===== src/rtl/video_stream_out_buffer.sv =====
// Output stage of the image pipeline: buffers pixel beats with their sideband
// in a first-word-fall-through FIFO and re-issues them as an AXI4-Stream master.
module video_stream_out_buffer #(
  parameter int DATA_W    = 24,
  parameter int USER_W    = 8,
  parameter int DEPTH     = 16,
  parameter int AF_MARGIN = 4,
  parameter int CNT_W     = 16
) (
  input  logic              clk,
  input  logic              resetn,
  input  logic [DATA_W-1:0] in_tdata,
  input  logic [USER_W-1:0] in_tuser,
  input  logic              in_tvalid,
  input  logic              in_tlast,
  output logic              in_ready,
  output logic [DATA_W-1:0] m_tdata,
  output logic [USER_W-1:0] m_tuser,
  output logic              m_tlast,
  output logic              m_tvalid,
  input  logic              m_tready,
  input  logic              clr_status,
  output logic              overflow,
  output logic              err_sof,
  output logic [CNT_W-1:0]  last_line_len,
  output logic [CNT_W-1:0]  frame_cnt
);

  localparam int AW      = $clog2(DEPTH);
  localparam int ENTRY_W = DATA_W + USER_W + 1;

  logic [ENTRY_W-1:0] mem_q [DEPTH];
  logic [AW-1:0]      wr_ptr_q, rd_ptr_q;
  logic [AW:0]        count_q, count_d;
  logic [AW:0]        free_d;
  logic               in_ready_q, in_ready_d;
  logic               overflow_q, overflow_d;
  logic               err_sof_q, err_sof_d;
  logic [CNT_W-1:0]   line_cnt_q, line_cnt_d;
  logic [CNT_W-1:0]   last_len_q, last_len_d;
  logic [CNT_W-1:0]   frame_cnt_q, frame_cnt_d;
  logic [CNT_W-1:0]   line_base, line_inc;
  logic [ENTRY_W-1:0] head;
  logic               full, rd_en, wr_en, drop;
  logic               sof_hit, sof_err;

  assign full     = (count_q == (AW+1)'(DEPTH));
  assign m_tvalid = (count_q != '0);
  assign rd_en    = m_tvalid && m_tready;
  // A full FIFO still accepts a write when the head leaves in the same cycle.
  assign wr_en    = in_tvalid && (!full || rd_en);
  assign drop     = in_tvalid && full && !rd_en;

  // Fields are forced to zero while empty so stale storage never shows after reset.
  assign head    = m_tvalid ? mem_q[rd_ptr_q] : '0;
  assign m_tdata = head[ENTRY_W-1 -: DATA_W];
  assign m_tuser = head[USER_W:1];
  assign m_tlast = head[0];

  assign in_ready      = in_ready_q;
  assign overflow      = overflow_q;
  assign err_sof       = err_sof_q;
  assign last_line_len = last_len_q;
  assign frame_cnt     = frame_cnt_q;

  // NOTE: storage has no reset; emptiness is tracked by count_q alone, so the
  // array can map onto plain RAM/flops without a reset network.
  always_ff @(posedge clk) begin
    if (wr_en) mem_q[wr_ptr_q] <= {in_tdata, in_tuser, in_tlast};
  end

  always_comb begin
    // NOTE: every combinational output gets a default first so no path leaves
    // it unassigned, which would infer a latch.
    count_d = count_q;
    case ({wr_en, rd_en})
      2'b10:   count_d = count_q + (AW+1)'(1);
      2'b01:   count_d = count_q - (AW+1)'(1);
      default: count_d = count_q;
    endcase
    free_d     = (AW+1)'(DEPTH) - count_d;
    in_ready_d = (free_d > (AW+1)'(AF_MARGIN));
  end

  assign sof_hit   = rd_en && m_tuser[0];
  assign sof_err   = sof_hit && (line_cnt_q != '0);
  assign line_base = sof_err ? '0 : line_cnt_q;
  assign line_inc  = line_base + CNT_W'(1);

  always_comb begin
    line_cnt_d  = line_cnt_q;
    last_len_d  = last_len_q;
    frame_cnt_d = frame_cnt_q;
    if (rd_en) begin
      if (m_tlast) begin
        last_len_d = line_inc;
        line_cnt_d = '0;
      end else begin
        line_cnt_d = line_inc;
      end
    end
    if (sof_hit) frame_cnt_d = frame_cnt_q + CNT_W'(1);
    // A new event outranks a coincident clear.
    overflow_d = drop    || (overflow_q && !clr_status);
    err_sof_d  = sof_err || (err_sof_q  && !clr_status);
  end

  // NOTE: sequential state uses non-blocking assignments so every register
  // samples pre-edge values regardless of statement order.
  always_ff @(posedge clk or negedge resetn) begin
    if (!resetn) begin
      wr_ptr_q    <= '0;
      rd_ptr_q    <= '0;
      count_q     <= '0;
      in_ready_q  <= 1'b1;
      overflow_q  <= 1'b0;
      err_sof_q   <= 1'b0;
      line_cnt_q  <= '0;
      last_len_q  <= '0;
      frame_cnt_q <= '0;
    end else begin
      if (wr_en) wr_ptr_q <= wr_ptr_q + AW'(1);
      if (rd_en) rd_ptr_q <= rd_ptr_q + AW'(1);
      count_q     <= count_d;
      in_ready_q  <= in_ready_d;
      overflow_q  <= overflow_d;
      err_sof_q   <= err_sof_d;
      line_cnt_q  <= line_cnt_d;
      last_len_q  <= last_len_d;
      frame_cnt_q <= frame_cnt_d;
    end
  end

endmodule


===== config.mk =====
export PLATFORM = sky130hd
export DESIGN_NAME = video_stream_out_buffer
export DESIGN_NICKNAME = d
export VERILOG_FILES = /design/src/rtl/video_stream_out_buffer.sv
export SDC_FILE = /design/constraint.sdc
export NUM_CORES = 1
export LEC_CHECK = 0
export BUFFER_PORTS_ARGS = -buffer_cell sky130_fd_sc_hd__buf_2
export CAP_MARGIN = 20
export CORE_ASPECT_RATIO = 0.7
export CORE_MARGIN = 2
export CORE_UTILIZATION = 65
export DETAILED_ROUTE_END_ITERATION = 8
export HOLD_SLACK_MARGIN = 0.15
export MAX_ROUTING_LAYER = met4
export PLACE_DENSITY = 0.9
export SKIP_LAST_GASP = 1
export SYNTH_ARGS = -nofsm -noshare
export SYNTH_HDL_FRONTEND = slang
export SYNTH_SLANG_ARGS = --single-unit

===== constraint.sdc =====
create_clock -name clk -period 11.59 [get_ports clk]
set_input_delay 2.8975 -clock clk [delete_from_list [all_inputs] [get_ports clk]]
set_output_delay 2.8975 -clock clk [all_outputs]
set_load 0.03 [all_outputs]

---- Yosys cells after proc, flatten, opt, wreduce, memory -nomap -nowiden ----
Memories as Yosys holds them, arrays and structs flattened.
Index checks and enable logic that the tools add are counted.
storage, ports and cells
  flip-flop bits (word level) ............. 64
  latch bits .............................. 0
  bits in writable memories ............... 528
  memory bits (read-only) ................. 0
  input bits .............................. 38
  output and inout bits ................... 69
  word-level logic and storage cells ...... 44
  memories kept ........................... 1
memories
  memory  words  bits a word  read ports  clocked after Yosys merged registers in  wr ports  RTL line  RTL
  mem_q   16     33           1           0                                        1         32        logic [ENTRY_W-1:0] mem_q [DEPTH];
cells by class
  add/subtract/negate cells ............... 7
  multiply operators ...................... 0
  div/mod/pow operators ................... 0
  magnitude comparators ................... 1
  eq/ne operators ......................... 3
  shift operators ......................... 0
  mux-type cells .......................... 6
  bitwise operators ....................... 0
  reductions and logical operators ........ 17
operators with widths
  kind                                                                              number
  33-bit 2-to-1 mux                                                                 1
  16-bit by 1-bit adder with 16-bit output (second input constant)                  2
  16-bit 2-to-1 mux                                                                 2
  16-bit nonzero test                                                               1
  5-bit one-hot mux with 2 select lines                                             1
  4-bit by 1-bit adder with 4-bit output (second input constant)                    2
  1-bit logical AND                                                                 8
  5-bit by 1-bit adder with 5-bit output (second input constant)                    1
  5-bit == test (second input constant)                                             1
  5-bit by 3-bit greater-than comparator with 1-bit output (second input constant)  1
  5-bit nonzero test                                                                1
  5-bit by 1-bit subtractor with 5-bit output (second input constant)               1
  5-bit subtractor (first input constant)                                           1
  1-bit logical NOT                                                                 3
  1-bit logical OR                                                                  3
  2-bit by 1-bit == test with 1-bit output (second input constant)                  1
  2-bit == test (second input constant)                                             1
  1-bit 2-to-1 mux                                                                  2
  2-bit AND reduction                                                               1

---- Longest topological paths before layout ----
Gate-level depths: netlist (run 1).
  depth after elaboration ................. 8
  gate-level depth with buffers ........... 16
  depth with buffers taken out ............ 12

---- Worst setup path after synthesis (run 1) ----
No wires, ideal clock.
  kind .................................... input to register
  start ................................... input in_tvalid
  end ..................................... memory mem_q[0][0] in the netlist's numbering (enable)
  library setup time ...................... 0.506 ns
  arrival time ............................ 6.561 ns
  data required time ...................... 11.084 ns
  path slack .............................. 4.523 ns
  stages on the path ...................... 3
  buffers on the path ..................... 1
  cells stage by stage .................... clkbuf_1 -> o21ai_0 -> nor4_1
on the way
  word-level cells in the longest chain between the ends .. 3
ends and longest elaborated chain
  what                                    RTL line  RTL
  start, declared                         14        input logic in_tvalid,
  1-bit logical AND                       51        assign wr_en = in_tvalid && (!full || rd_en);
  1-bit 2-to-1 mux                        69        if (wr_en) mem_q[wr_ptr_q] <= {in_tdata, in_tuser, in_tlast};
  1-bit 2-to-1 mux (not written as such)  69
  end, declared                           32
No other way between the ends.

---- Worst setup path after layout (run 1) ----
  start ................................... register rd_ptr_q[1]
  end ..................................... output m_tdata[21]
on the way
  word-level cells in the longest chain between the ends .. 2
ends and longest elaborated chain
  what                     RTL line  RTL
  start, declared          33        logic [AW-1:0] wr_ptr_q, rd_ptr_q;
  start signal, assigned   123       if (rd_en) rd_ptr_q <= rd_ptr_q + AW'(1);
  memory read 16 x 33 bit  -
  33-bit 2-to-1 mux        55        assign head = m_tvalid ? mem_q[rd_ptr_q] : '0;
  end, declared            17        output logic [DATA_W-1:0] m_tdata,
No other way between the ends.

==> run summary, run 1 <==
Status - completed
P_int - 0.004406 W
Sw frac - 34.37%
Syn Area/Cell - 20.36 sq um
Final period utilization - 60.17%
Cell with the most instances after synthesis - edfxtp_1
CTS HTree Levels - 2
Post-route cell area - 26350 sq um
Detailed Route Iter0 Violations - 2183
Arrival time worst endpoint - 4.08 ns
Rel. slew slack - 29.46%
Main flop type after synthesis - edfxtp_1
Vias in the first global route - 13070
Layout area overhead - 11.79%
RePlAce Congestion - 0.8912
Post-synth ARST share - 10.81%
Area of the die - 37830 sq um
Synthesized flop and latch total - 592
Hold Vio Cnt, Final - 0
Leak - 8.865 nW
Clk_lat worst skew - 0.59 ns
Root buf cell - clkbuf_16
Crit-path max cell delay - 1.10 ns
Fin nets - 1325
Post-CTS Setup Bufs - 0
Post-synth top area share - 67.26%
Clock sink total - 592
Via count - 12790
Die height - 163.3 um
Req. time, crit path - 8.69 ns
Final HPWL DP - 28.44 mm
Power per cell area - 254.8 nW/um^2
Slowest cell on crit path - dfrtp_4
CTS buffer count - 52
Dominant cells by area after synthesis - edfxtp_1 (67%), mux4_2 (15%), dfrtp_1 (6.7%)
Drt wl/cell - 33.35 um
Die X - 231.6 um
DRC Markers - 0
Largest vdd supply drop - 0.1912 mV
Dpl cell area - 24650 sq um
Worst Hold Class - reg2reg
Synthesized Nets - 1204
Critical-path maximum fanout - 70
Share of the yosys chip area belonging to registers - 74.06%
Post-synthesis cell count - 1158
Startpoint Class - flop
Synth area leader - edfxtp_1
Unique masters post-synth - 58
Via density - 7.088
Initial antenna violation count - 4
RSZ-0062 raised after global routing - false
# port buffers - 106
Setup tns final - 0 ns
CTS tree - built
Hold_buf cts - 0
Cts repair resizes - 0
Initial Util - 65.75%
CP dominant cell by count - mux4_2
Clk buf depth - 3
Clock skew - 0.02532 ns
Most frequent cells after synthesis - edfxtp_1 (528), mux4_2 (156), dfrtp_1 (63)
Largest net degree at the start of global routing - 114
Number of synthesized flops with an enable pin - 528
Worst-path clk slew - 0.06 ns
Setup violators final - 0
Max Cap Viol - 0
Grt total ovfl - 0
Mapped cell area - 23570 sq um
Global-route wire length before repair - 86.26 mm
Initial DRT Pass Iterations - 6
Logic pwr share - 33.8%
Rows - 58
Worst-Margin Slew - 1.058 ns
Sequential Power Share - 41.3%
Ys Warns - 0
Post-route ant nets - 0
Clock share of power - 24.9%
Top Ports - 107
Share of layout cells above drive strength 1 - 30.30%
Core ar. - 35850 sq um
Min Tclk post-route - 6.973 ns
CP Class - reg2out
Final Routed Wirelength - 60.19 mm
Critical Path End Type - output port
Max Clock Freq - 143.4 MHz
CP cell instances - buf_4, mux4_2, mux4_2, nor2b_1, buf_2
Final Max Tran Viols - 0
Total GRT Usage - 33.10%
Switching power - 0.002307 W
-- routing by layer --
metal | track usage [%] | part of all wire (%) | vias up
met4 | 14.89 | 6.0 | 0
met1 | 41.67 | 34 | 6416
met5 | - | 0 | -
met3 | 6.931 | 11 | 289
li1 | - | - | 4970
met2 | 53.03 | 49 | 1119
-- final cells by class --
type,count,area (sq um)
Sequential cell,592,17470
Fill cell,1848,9499
Multi-Input combinational cell,485,5818
Clock buffer,64,1368
Timing Repair Buffer,130,793.3
Tap cell,480,600.6
Clock inverter,31,222.7
Inverter,18,67.56
Antenna cell,5,12.51
-- path summary, 6_finish.rpt --
kind	startpoint	end	slack [ns]	depth (start not counted)
worst min register to register	last_line_len[4]$_DFFE_PN0P_	last_line_len[4]$_DFFE_PN0P_	0.48	2
worst min-delay path	last_line_len[4]$_DFFE_PN0P_	last_line_len[4]$_DFFE_PN0P_	0.48	2
max in group asynchronous	resetn	rd_ptr_q[0]$_DFFE_PN0N_	8.49	2
min in group asynchronous	resetn	line_cnt_q[14]$_DFFE_PN0N_	2.50	2
worst max register to register	rd_ptr_q[0]$_DFFE_PN0N_	line_cnt_q[10]$_DFFE_PN0N_	6.22	13
worst max-delay path	rd_ptr_q[1]$_DFFE_PN0N_	m_tdata[21]	4.62	5
-- cells in the final DEF (no fill, tap or decap), drive strengths merged, types with 3 or more instances in the layout --
cell,netlist,final
mux4,156,156
buf,34,130
and3,3,3
xor2,19,19
o2bb2ai,4,4
a2111oi,3,3
and4,3,3
a211oi,5,5
o31ai,21,21
and2,11,11
or3,4,4
a211o,3,3
mux2,4,4
clkinv,0,26
a21o,4,4
nor3,19,19
or4,3,3
clkbuf,29,64
diode,0,5
nand2,48,48
nor2,25,25
a21oi,3,3
xnor2,19,19
a22o,7,7
bufinv,0,3
nor2b,38,38
o21ai,8,8
nor4,14,14
o22ai,3,3
nand3,14,14
dfrtp,63,63
mux2i,14,14
inv,18,18
edfxtp,528,528
nand4,5,5
ha,8,8
-- stage by stage --
| step | utilization, % | hold WS [ns] | cells | total power [W] | setup slack (ns) |
|---|---|---|---|---|---|
| floorplan | - | 0.4983 | 1158 | 0.004350 | 4.523 |
| global placement | 68.71 | 0.4494 | 1699 | 0.004870 | 5.385 |
| detailed placement | 68.77 | 0.4662 | 1700 | 0.004957 | 5.315 |
| CTS | 73.20 | 0.4822 | 1795 | 0.006670 | 4.667 |
| global route | 73.50 | 0.4933 | 1804 | 0.006902 | 4.606 |
| finish | 73.50 | 0.4755 | 1805 | 0.006713 | 4.617 |
-- critical path, delay by kind of cell (launching register included) --
kind	cells	cell delay [ns]
flops	1	1.10
mux	2	1.03
simple gates	1	0.15
buf+inv	2	1.14
-- cell families after synthesis --
kind of cell               after synthesis  synth area share (%)
DFF                                    592                 74.06
and+or+nand+nor                        193                 4.379
muxes                                  174                 15.69
buffers and inverters                   81                 1.571
AOI/OAI and AO/OA                       72                 2.458
xor gates and xnor gates                38                 1.412
adders and majority gates                8                0.4247
-- power by group through the flow --
stage	sequential [W]	clock [W]	combinational, W
2_1_floorplan	0.00272	0	0.00163
3_3_place_gp	0.00277	0	0.00210
3_5_place_dp	0.00280	0	0.00216
4_1_cts	0.00277	0.00167	0.00223
5_1_grt	0.00279	0.00175	0.00236
6_report	0.00277	0.00167	0.00227
-- flip-flops by register name, indices dropped and copies added, names as in the netlist, 4 cells and up --
register       count
mem_q            528
frame_cnt         16
last_line_len     16
line_cnt_q        16
count_q            5
rd_ptr_q           4
wr_ptr_q           4
No activity file was read; power rests on OpenSTA's default activity.
==> run 2, diff against run 1 <==
--- a/config.mk
+++ b/config.mk
@@ -9,11 +9,11 @@
 export CAP_MARGIN = 20
 export CORE_ASPECT_RATIO = 0.7
 export CORE_MARGIN = 2
-export CORE_UTILIZATION = 65
+export CORE_UTILIZATION = 61
 export DETAILED_ROUTE_END_ITERATION = 8
 export HOLD_SLACK_MARGIN = 0.15
 export MAX_ROUTING_LAYER = met4
-export PLACE_DENSITY = 0.9
+export PLACE_DENSITY = 0.85
 export SKIP_LAST_GASP = 1
 export SYNTH_ARGS = -nofsm -noshare
 export SYNTH_HDL_FRONTEND = slang
==> constraint.sdc (replaced) <==
create_clock -name clk -period 6.9 [get_ports clk]
set_input_delay 1.725 -clock clk [delete_from_list [all_inputs] [get_ports clk]]
set_output_delay 1.725 -clock clk [all_outputs]
set_load 0.03 [all_outputs]
==> run 2 against run 1 <==
Effect of this change:
- setup slack got worse by 3.1 ns
- flip-flop and latch count did not move
- power rose by 67%
==> run summary, run 2 (synthesis results as in run 1) <==
Grt total ovfl - 0 (unchanged)
Power per cell area - 422.9 nW/um^2 (+66%)
Area of the die - 40250 sq um (+6.4%)
Worst Hold Class - reg2reg
Layout area overhead - 12.26%
Leak - 8.911 nW (+0.53%)
CP Class - reg2out
Arrival time worst endpoint - 3.66 ns (-0.42 ns)
Initial Util - 61.57% (-4.2 points)
RePlAce Congestion - 0.9200 (+3.2%)
Via density - 6.536 (-7.8%)
Die height - 168.5 um (+3.1%)
Top reg by flops - mem_q
Clock sink total - 592 (unchanged)
Top Ports - 107 (unchanged)
Overall power - 0.01119 W (+67%)
Clock skew - 0.01675 ns (-0.008575 ns)
Busiest layer in global routing - met2
Footprint of the multi-input gates - 5818 sq um (unchanged)
GR Layer Usage met2 - 43.09% (-9.9 points)
Max Cap Viol - 0 (unchanged)
Share of layout cells above drive strength 1 - 30.65% (+0.34 points)
# fillers - 2303 (+25%)
Total GRT Usage - 27.75% (-5.3 points)
Critical-path maximum fanout - 49 (-30%)
Worst-path clk slew - 0.07 ns (about the same)
CTS buffer count - 52 (unchanged)
Cts repair resizes - 0 (unchanged)
Final Max Tran Viols - 0 (unchanged)
Final HPWL DP - 28.17 mm (-0.95%)
Post-route cell area - 26460 sq um (+0.42%)
Via count - 11950 (-6.6%)
Vias in the first global route - 12200 (-6.7%)
Status - completed
Critical Path End Type - output port
Initial DRT Pass Iterations - 7 (+1)
Clk buf depth - 3 (unchanged)
Global-route wire length before repair - 77.89 mm (-9.7%)
Largest vdd supply drop - 0.2778 mV (+45%)
Hold_buf cts - 0 (unchanged)
Worst-Margin Slew - 1.050 ns (-0.008560 ns)
Final period utilization - 77.98%
Startpoint Class - flop
GR Util met1 - 38.95% (-2.7 points)
R2r setup slk - 1.92 ns (-4.30 ns)
DRC Markers - 0 (unchanged)
Initial antenna violation count - 5 (+1)
Final Routed Wirelength - 52.21 mm (-13%)
Max Clock Freq - 185.8 MHz
Clk_lat worst skew - 0.58 ns (about the same)
Rel. slew slack - 30.03% (+0.57 points)
CTS HTree Levels - 2 (unchanged)
RSZ-0062 raised after global routing - false
Most frequent cells in the layout - edfxtp_1 (528), mux4_2 (156), buf_2 (106)
Setup tns final - 0 ns (unchanged)
Largest net degree at the start of global routing - 73 (-36%)
Setup violators final - 0 (unchanged)
Rows - 60 (+3.4%)
Dpl cell area - 24760 sq um (+0.42%)
Root buf cell - clkbuf_16
# port buffers - 106 (unchanged)
Hold Vio Cnt, Final - 0 (unchanged)
Commonest non-fill, non-tap cell in the layout - edfxtp_1
Post-route ant nets - 0 (unchanged)
Drt wl/cell - 28.55 um (-14%)
Detailed Route Iter0 Violations - 1658 (-24%)
Die X - 239.0 um (+3.2%)
Fin nets - 1331 (+0.45%)
Post-CTS Setup Bufs - 0 (unchanged)
Max reg flops - 528 (unchanged)
Req. time, crit path - 5.18 ns (-3.51 ns)
Core ar. - 38290 sq um (+6.8%)
CTS tree - built
Global Route met3 Usage - 4.860% (-2.1 points)
Register area - 17470 sq um (unchanged)
Min Tclk post-route - 5.381 ns
==> run 2: changes by cell type in the layout (fill, tap and decap cells not counted), sizes merged <==
cell      delta
clkinvlp     +3
bufinv       +3
inv          +2
clkbuf       +2
clkinv       -8
buf          +6
==> run 2: final timing paths <==
check | start | end | cells after the start
min in group asynchronous | resetn | rd_ptr_q[1]$_DFFE_PN0N_ | 2
max in group asynchronous | resetn | rd_ptr_q[0]$_DFFE_PN0N_ | 2
hold reg to reg | frame_cnt[15]$_DFFE_PN0P_ | frame_cnt[15]$_DFFE_PN0P_ | 1
setup reg to reg | rd_ptr_q[0]$_DFFE_PN0N_ | line_cnt_q[10]$_DFFE_PN0N_ | 13
setup / recovery | rd_ptr_q[0]$_DFFE_PN0N_ | m_tdata[18] | 5
hold / removal | frame_cnt[15]$_DFFE_PN0P_ | frame_cnt[15]$_DFFE_PN0P_ | 1
==> run 2: power breakdown <==
part	internal (W)	switching, W
combinational	0.00156	0.00196
sequential	0.00431	0.000448
clock	0.00165	0.00126
total	0.00752	0.00367
==> run 2: layout make-up <==
| cell class | instances | area share, % |
|---|---|---|
| Clock inverter | 31 | 1.168 |
| Inverter | 18 | 0.2553 |
| Multi-Input combinational cell | 485 | 21.99 |
| Timing Repair Buffer | 136 | 2.950 |
| Clock buffer | 66 | 5.234 |
| Sequential cell | 592 | 66.01 |
| Tap cell | 496 | 2.345 |
| Antenna cell | 5 | 0.04728 |
==> run 2: metal layers <==
metal	share of wire, %	routed length (um)
met2	50	26040
met3	8.7	4549
met4	2.2	1141
met1	39	20480
met5	0	0
==> run 2: worst max-delay path, stage by stage, from the launching register on <==
cell and delay (ns):
dfrtp_4 1.09, buf_4 0.44, mux4_2 0.56, mux4_2 0.51
nor2b_1 0.20, buf_2 0.21
==> run 2: per-stage QoR <==
stage	setup slack [ns]	utilization, %	std cells	hold WS (ns)
6_report	1.519	69.11	1829	0.4633
5_1_grt	1.261	69.11	1829	0.4833
4_1_cts	1.421	69.08	1824	0.4665
3_5_place_dp	1.949	64.66	1727	0.4551
3_3_place_gp	2.098	64.66	1727	0.4533
2_1_floorplan	1.006	-	1158	0.4983
